## src/rtl/s_cska_sub_seq_if.sv

```systemverilog
// Operand/result handshake bundle for the sequential carry-skip subtractor.
// The master side is the producer/consumer; the slave side is the subtractor.
interface s_cska_sub_seq_if #(
    parameter int N     = 8,
    parameter int BLOCK = 4
);
    localparam int SW = $clog2(N / BLOCK + 1);

    logic          in_valid;
    logic          in_ready;
    logic [N-1:0]  a;
    logic [N-1:0]  b;
    logic          out_valid;
    logic          out_ready;
    logic [N:0]    s_cska_sub_seq_out;
    logic [SW-1:0] skip_cnt;

    modport master (
        output in_valid, a, b, out_ready,
        input  in_ready, out_valid, s_cska_sub_seq_out, skip_cnt
    );

    modport slave (
        input  in_valid, a, b, out_ready,
        output in_ready, out_valid, s_cska_sub_seq_out, skip_cnt
    );
endinterface

```

## src/rtl/s_cska_sub_seq.sv

```systemverilog
// Multi-cycle signed subtractor: a + ~b + 1 evaluated one carry-skip group
// per clock, producing the exact sign-extended (N+1)-bit difference.
module s_cska_sub_seq #(
    parameter int N     = 8,
    parameter int BLOCK = 4
) (
    input  logic             clk,
    input  logic             rst,
    s_cska_sub_seq_if.slave  bus
);
    localparam int NB = N / BLOCK;
    localparam int SW = $clog2(NB + 1);
    localparam int GW = (NB > 1) ? $clog2(NB) : 1;
    localparam int IW = $clog2(N);

    typedef enum logic [1:0] {IDLE, RUN, DONE} state_t;

    state_t          state_q;
    logic [N-1:0]    a_q;
    logic [N-1:0]    nb_q;
    logic            carry_q;
    logic [GW-1:0]   grp_q;
    logic [SW-1:0]   skip_q;
    logic [N:0]      res_q;
    logic            in_ready_q;
    logic            out_valid_q;

    logic [IW-1:0]    base;
    logic [BLOCK-1:0] ga, gb, p, g, sum_d;
    logic             c, carry_d, all_p;

    // Ripple through the current group; the skip mux bypasses the ripple
    // whenever every bit of the group propagates.
    always_comb begin
        base  = IW'(int'(grp_q) * BLOCK);
        ga    = a_q[base +: BLOCK];
        gb    = nb_q[base +: BLOCK];
        p     = ga ^ gb;
        g     = ga & gb;
        c     = carry_q;
        sum_d = '0;
        for (int unsigned i = 0; i < BLOCK; i++) begin
            sum_d[i] = p[i] ^ c;
            c        = g[i] | (p[i] & c);
        end
        all_p   = &p;
        carry_d = all_p ? carry_q : c;
    end

    always_ff @(posedge clk) begin
        if (rst) begin
            state_q     <= IDLE;
            a_q         <= '0;
            nb_q        <= '0;
            carry_q     <= 1'b1;
            grp_q       <= '0;
            skip_q      <= '0;
            res_q       <= '0;
            in_ready_q  <= 1'b1;
            out_valid_q <= 1'b0;
        end else begin
            case (state_q)
                IDLE: begin
                    if (bus.in_valid) begin
                        a_q        <= bus.a;
                        nb_q       <= ~bus.b;
                        carry_q    <= 1'b1;
                        grp_q      <= '0;
                        skip_q     <= '0;
                        res_q      <= '0;
                        in_ready_q <= 1'b0;
                        state_q    <= RUN;
                    end
                end
                RUN: begin
                    res_q[base +: BLOCK] <= sum_d;
                    carry_q              <= carry_d;
                    if (all_p) begin
                        skip_q <= skip_q + SW'(1);
                    end
                    if (grp_q == GW'(NB - 1)) begin
                        res_q[N]    <= a_q[N-1] ^ nb_q[N-1] ^ carry_d;
                        out_valid_q <= 1'b1;
                        state_q     <= DONE;
                    end else begin
                        grp_q <= grp_q + GW'(1);
                    end
                end
                DONE: begin
                    if (bus.out_ready) begin
                        out_valid_q <= 1'b0;
                        in_ready_q  <= 1'b1;
                        state_q     <= IDLE;
                    end
                end
                default: begin
                    state_q     <= IDLE;
                    in_ready_q  <= 1'b1;
                    out_valid_q <= 1'b0;
                end
            endcase
        end
    end

    assign bus.in_ready           = in_ready_q;
    assign bus.out_valid          = out_valid_q;
    assign bus.s_cska_sub_seq_out = res_q;
    assign bus.skip_cnt           = skip_q;
endmodule

```

## src/flat_wrapper.sv

```systemverilog
// flat-port wrapper written by rule: the top's interface ports become plain ports
module s_cska_sub_seq_flat 
#(
    parameter int N     = 8,
    parameter int BLOCK = 4
)
  (clk, rst, bus_in_valid, bus_a, bus_b, bus_out_ready, bus_in_ready, bus_out_valid, bus_s_cska_sub_seq_out, bus_skip_cnt);
  s_cska_sub_seq_if #(.N(N), .BLOCK(BLOCK)) bus_i ();
  input  logic clk;
  input  logic rst;
  input wire logic [$bits(bus_i.in_valid)-1:0] bus_in_valid;
  input wire logic [$bits(bus_i.a)-1:0] bus_a;
  input wire logic [$bits(bus_i.b)-1:0] bus_b;
  input wire logic [$bits(bus_i.out_ready)-1:0] bus_out_ready;
  output wire logic [$bits(bus_i.in_ready)-1:0] bus_in_ready;
  output wire logic [$bits(bus_i.out_valid)-1:0] bus_out_valid;
  output wire logic [$bits(bus_i.s_cska_sub_seq_out)-1:0] bus_s_cska_sub_seq_out;
  output wire logic [$bits(bus_i.skip_cnt)-1:0] bus_skip_cnt;
  assign bus_i.in_valid = bus_in_valid;
  assign bus_i.a = bus_a;
  assign bus_i.b = bus_b;
  assign bus_i.out_ready = bus_out_ready;
  assign bus_in_ready = bus_i.in_ready;
  assign bus_out_valid = bus_i.out_valid;
  assign bus_s_cska_sub_seq_out = bus_i.s_cska_sub_seq_out;
  assign bus_skip_cnt = bus_i.skip_cnt;
  s_cska_sub_seq #(.N(N), .BLOCK(BLOCK)) u_core (.clk(clk), .rst(rst), .bus(bus_i));
endmodule
```

## config.mk

```make
export PLATFORM = sky130hd
export DESIGN_NAME = s_cska_sub_seq_flat
export DESIGN_NICKNAME = d
export VERILOG_FILES = /design/src/rtl/s_cska_sub_seq_if.sv /design/src/rtl/s_cska_sub_seq.sv /design/src/flat_wrapper.sv
export SDC_FILE = /design/constraint.sdc
export NUM_CORES = 1
export LEC_CHECK = 0
export CAP_MARGIN = 25
export CORE_MARGIN = 1.5
export CORE_UTILIZATION = 35
export CTS_CLUSTER_DIAMETER = 60
export DETAILED_ROUTE_END_ITERATION = 10
export PLACE_DENSITY = 0.59
export SYNTH_ARGS = -nofsm -noshare
export SYNTH_HDL_FRONTEND = slang
export SYNTH_SLANG_ARGS = --single-unit
```

## constraint.sdc

```tcl
create_clock -name clk -period 3.15 [get_ports clk]
set_input_delay 0.4725 -clock clk [delete_from_list [all_inputs] [get_ports clk]]
set_output_delay 0.4725 -clock clk [all_outputs]
set_load 0.05 [all_outputs]
```

; Yosys cells after proc, flatten, opt, wreduce, memory -nomap -nowiden
; Index checks and enable logic that the tools add are counted.
[word_totals]
elab_cells = 72
reg_bits = 33
input_bits = 20
out_inout_bits = 13
[classes]
muxes = 22
n_eq_ne = 6
reduce_logical = 9
n_addsub = 3
shifts = 4
n_bitwise = 19
[ops]
columns = operator, n
row1 = $pmux W9 S2, 1
row2 = $shiftx A8 B4 Y4, 2
row3 = $reduce_and A3 Y1, 4
row4 = $mux W2, 5
row5 = $bwmux W9, 1
row6 = $mux W9, 1
row7 = $shift A4 B5 Y9 const A, 1
row8 = $shiftx A4 B5 Y9, 1
row9 = $mux W1, 8
row10 = $not A8 Y8, 1
row11 = $pmux W1 S3, 2
row12 = $pmux W2 S3, 1
row13 = $xor A1 B1 Y1, 6
row14 = $neg A3 Y5, 1
row15 = $and A1 B1 Y1, 4
row16 = $and A4 B4 Y4, 1
row17 = $ne A2 B1 Y1 const B, 2
row18 = $ne A2 B2 Y1 const B, 2
row19 = $or A1 B1 Y1, 4
row20 = $pmux W1 S2, 2
row21 = $pmux W2 S2, 1
row22 = $reduce_and A2 Y1, 2
row23 = $reduce_and A4 Y1, 1
row24 = $xor A4 B4 Y4, 1
row25 = 7 further kinds, 8

; Longest topological paths before layout
[logic_depth]
ltp_word = 14
depth_mapped = 12
depth_no_buf = 10

; Least setup slack after synthesis
; Ideal clock, no wire load.
[synth_path]
path_type = reg2reg
from = register u_core.grp_q
to = register u_core.carry_q
stages_incl_launch_ff = 13
t_arrival_ns = 2.687
synth_period_minus_slack_ns = 2.807
path_slack_ns = 0.343
setup_time_ns = 0.120
required_time_ns = 3.030
cell_sequence = dfxtp_1 > buf_2 > buf_2 > mux2_2 > fa_1 > inv_1 > fa_1 > fa_1 > inv_1 > fa_1 > mux2i_1 > a21oi_1 > or2_1
[synth_via]
elab_chain_len = 12
elab_cells_between_ends = 15
classes_between = 2 x shift / 2 x mux / 10 x bitwise / 1 x reduce/logical
[synth_lines]
columns = item, line
row1 = "start, declared", s_cska_sub_seq.sv:22  ; logic [GW-1:0] grp_q;
row2 = "start signal, assigned", s_cska_sub_seq.sv:86  ; grp_q <= grp_q + GW'(1);
row3 = "$shiftx A8 B4 Y4, on equally long branches", "s_cska_sub_seq.sv:36, s_cska_sub_seq.sv:37"
row4 = $xor A4 B4 Y4, s_cska_sub_seq.sv:38  ; p = ga ^ gb;
row5 = $and A1 B1 Y1, s_cska_sub_seq.sv:44  ; c = g[i] | (p[i] & c);
row6 = $or A1 B1 Y1, s_cska_sub_seq.sv:44
row7 = $and A1 B1 Y1, s_cska_sub_seq.sv:44
row8 = $or A1 B1 Y1, s_cska_sub_seq.sv:44
row9 = $and A1 B1 Y1, s_cska_sub_seq.sv:44
row10 = $or A1 B1 Y1, s_cska_sub_seq.sv:44
row11 = $and A1 B1 Y1, s_cska_sub_seq.sv:44
row12 = $or A1 B1 Y1, s_cska_sub_seq.sv:44
row13 = $mux W1 *, s_cska_sub_seq.sv:47  ; carry_d = all_p ? carry_q : c;
row14 = $pmux W1 S2 *, s_cska_sub_seq.sv:62  ; case (state_q)
row15 = "end signal, assigned", s_cska_sub_seq.sv:77  ; carry_q <= carry_d;
row16 = "end, declared", s_cska_sub_seq.sv:21  ; logic carry_q;
; Every way passes the cells marked *; elsewhere a longest branch is shown, timed or not.
; A chain may end at the register's enable or synchronous reset.

; Worst setup path after layout
; Ends and elaborated chain as after synthesis.

==> out/metrics.yaml <==
start_util_pct: 36.6
pwr-share-seq_pct: 48.5
synth-simple-area-share_pct: 17.2
synth_edf_count: 0
switching_share_pct: 28.8
fmax_mhz: 346
synth.distinct_cells: 33
min_to: "u_core.a_q[2]"
yosys.area_share.adder_pct: 8.11
die_y_um: 70.7
path_max_fanout: 11
synth_xor_area_share_pct: 0.546
synth_top_area_share_pct: 41.2
drv_slew: 0
clock_sinks: 33
syn_inst: 169
instances_no_fill: 249
crit_chain: "mux2_2, fa_1, inv_1, fa_1, fa_1, inv_1, fa_1, mux2i_1, a21oi_1, or2_1"
wl_per_cell_um: 13.4
p_int_w: 0.000683
dp_hpwl_um: 2530
regArea_um2: 661
routed_wl_um: 3340
cpPeakStageDelay_ns: 0.56
r2r_end: "u_core.carry_q"
hold_viol_final: 0
synth_warnings: 0
ys.flop_type: "dfxtp_1"
drc: 0
finalCritPeriodShare_pct: 91.7
cts.htree.levels: 2
holdBufCountCts: 0
async_flop_share_pct: 0
ir_worst_vdd_uv: 258
slowest_stage: "dfxtp_1"
cts_tree: "done"
rsz0062_at_grt: "no"
cts_buffer_depth: 2
grt_pass1_wl_um: 5590
path_delay_family: "adder cells"
vias: 1261
ys_seq_area_share_pct: 41.2
power.switching_w: 0.000277
layout_min_cycle_time_ns: 2.89
r2r_cells: 10
crit_buf_inv: 2
cts_resized: 0
rows: 24
overflow: 0
r2r_setup_slack_ns: 0.26
die_area_um2: 5000
max_slew_margin_pct: 38.1
hold_class: "reg -> reg"
cp.arrival_ns: 3.06
pwr-share-clk_pct: 29.7
skew_ns: 0.00790
postCtsSetupBuffers: 0
synth_area_leaders: "dfxtp_1 (41%), nor2_1 (5.1%), fa_1 (5.0%), a21oi_2 (4.9%), nand2_1 (4.7%)"
io_pins: 33
clk_pin_slew_ns: 0.07
chipWidth_um: 70.7
cap_violations: 0
synth_top_family_by_area: "compound AO/OA/AOI/OAI gates"
powerDensity_nw_per_um2: 483
ant_nets: 0
drive_gt1_share_pct: 14.2
combPwrFrac_pct: 21.7
core_um2: 4380
reg2reg_from: "u_core.grp_q"
port_buffers: 32
syn-num-nets: 197
fillers: 430
cts_made_buffers: 5
num_antenna_cells: 0
dp.cells: 243
place.gp.congestion: 0.760
multi_input_area_um2: 810
viasPerCell: 5.06
cts-root-buf: "clkbuf_8"
total_power_w: 0.000960
firstDrtPassIters: 4
grt_util_all_layers_pct: 14.0
finalNetCount: 226
hold_depth: 2
yosys-mux-area-fraction_pct: 7.17
areaGrowthSynthToFinish_pct: 23.7
crit_cells: 10
ys_ff_latch: 33
hold_slack_ns: 0.475
hp-start: "u_core.a_q[2]"
antenna_found_initial: 0
tightestPinTransition_ns: 0.926
fin_setup_tns_ns: 0
crit_path_start_kind: "flop"
required_ns: 3.32
setup_viol: 0
worstSetupPathType: "reg -> reg"
netlist_area_um2: 1610
outcome: "completed"
end_kind: "flop"
grt_pass1_vias: 1293
leakagePower_nw: 0.768
drt_iter0_markers: 110
clkLatencyLatePin_ns: 0.28
synth_compound_area_share_pct: 17.4
worst_path_most_repeated_cell: "fa_1"
utilization_pct: 45.3
synth_top_cell_by_area: "dfxtp_1"
grt_max_degree: 31
synth.avg_cell_area_um2: 9.50
## cells in the mapped netlist (all sizes together) (2+ instances only)
cell,instances
a211oi,8
a21oi,18
a22oi,2
a2bb2oi,2
a32oi,2
buf,10
clkbuf,3
dfxtp,33
fa,4
ha,4
inv,9
mux2,4
mux2i,7
nand2,20
nand3b,2
nor2,23
nor3,3
nor3b,5
o21ai,2
## final cells by class
class                           count  area share [%]
Inverter                            9            1.70
Timing Repair Buffer               35            17.3
Clock inverter                      1           0.252
Sequential cell                    33            33.3
Tap cell                           52            3.28
Multi-Input combinational cell    114            40.8
Clock buffer                        5            3.47
## power by group through the flow
stage	Sequential [W]	Combinational [W]	Clock, W
after CTS	0.000466	0.000211	0.000294
after global placement	0.000474	0.000206	0
after floorplan	0.000491	0.000134	0
final	0.000466	0.000209	0.000285
after detailed placement	0.000475	0.000210	0
after global routing	0.000469	0.000228	0.000312
## tightest hold or removal path: cells and delay by family (launching register included)
kind,cells,cell delay (ns)
flip-flops,1,0.31
AND/OR/NAND/NOR,1,0.07
AO/OA/AOI/OAI,1,0.05
## sequential cells by signal, indices dropped and copies added (netlist names)
name and cells:
u_core.nb_q 8, u_core.a_q 8, u_core.grp_q 1, u_core.state_q 2, u_core.bus.skip_cnt 2, u_core.carry_q 1, u_core.bus.in_ready 1, u_core.bus.out_valid 1
u_core.bus.s_cska_sub_seq_out 9
## cell usage in the layout (no fill, tap or decap), types with 2 or more instances in the layout
master	n
a21oi_1	9
buf_4	3
a22oi_1	2
a21oi_2	9
mux2i_1	7
a211oi_2	4
fa_1	4
nand3b_1	2
clkdlybuf4s50_1	32
ha_1	4
a2bb2oi_1	2
o21ai_0	2
clkbuf_8	5
nor2_1	22
mux2_2	4
dfxtp_1	33
nor3_1	3
inv_1	9
a32oi_1	2
nand2_1	20
a211oi_1	4
nor3b_1	4
## worst max path at each step
| stage | start | to |
|---|---|---|
| 2_1_floorplan | u_core.grp_q | u_core.carry_q |
| 3_3_place_gp | u_core.grp_q | u_core.carry_q |
| 3_5_place_dp | u_core.grp_q | u_core.carry_q |
| 4_1_cts | u_core.grp_q | u_core.carry_q |
| 5_1_grt | u_core.grp_q | u_core.carry_q |
| 6_report | u_core.grp_q | u_core.carry_q |
## metal layers
metal	up-vias	share of wire, %	global-route usage (%)	wire length (um)
li1	624	-	-	-
met1	603	45	15.8	1490
met2	28	49	24.5	1640
met3	6	4.3	3.99	143
met4	0	1.8	6.50	61
met5	-	0	0	0
## cells by family (layout without fill, tap and decap cells)
group,after synthesis,after routing
and+or+nand+nor,58,58
DFF,33,33
AOI/OAI and AO/OA,36,36
xor gates and xnor gates,1,1
muxes,11,11
adders and majority gates,8,8
buffers and inverters,22,50
## metrics by stage
step / setup WS (ns) / instance area (um^2)
finish: 0.261 / 1990
global route: 0.116 / 1990
CTS: 0.281 / 1990
detailed placement: 0.280 / 1910
global placement: 0.410 / 1910
floorplan: 0.343 / 1610
Power figures use the tool's default switching activity.
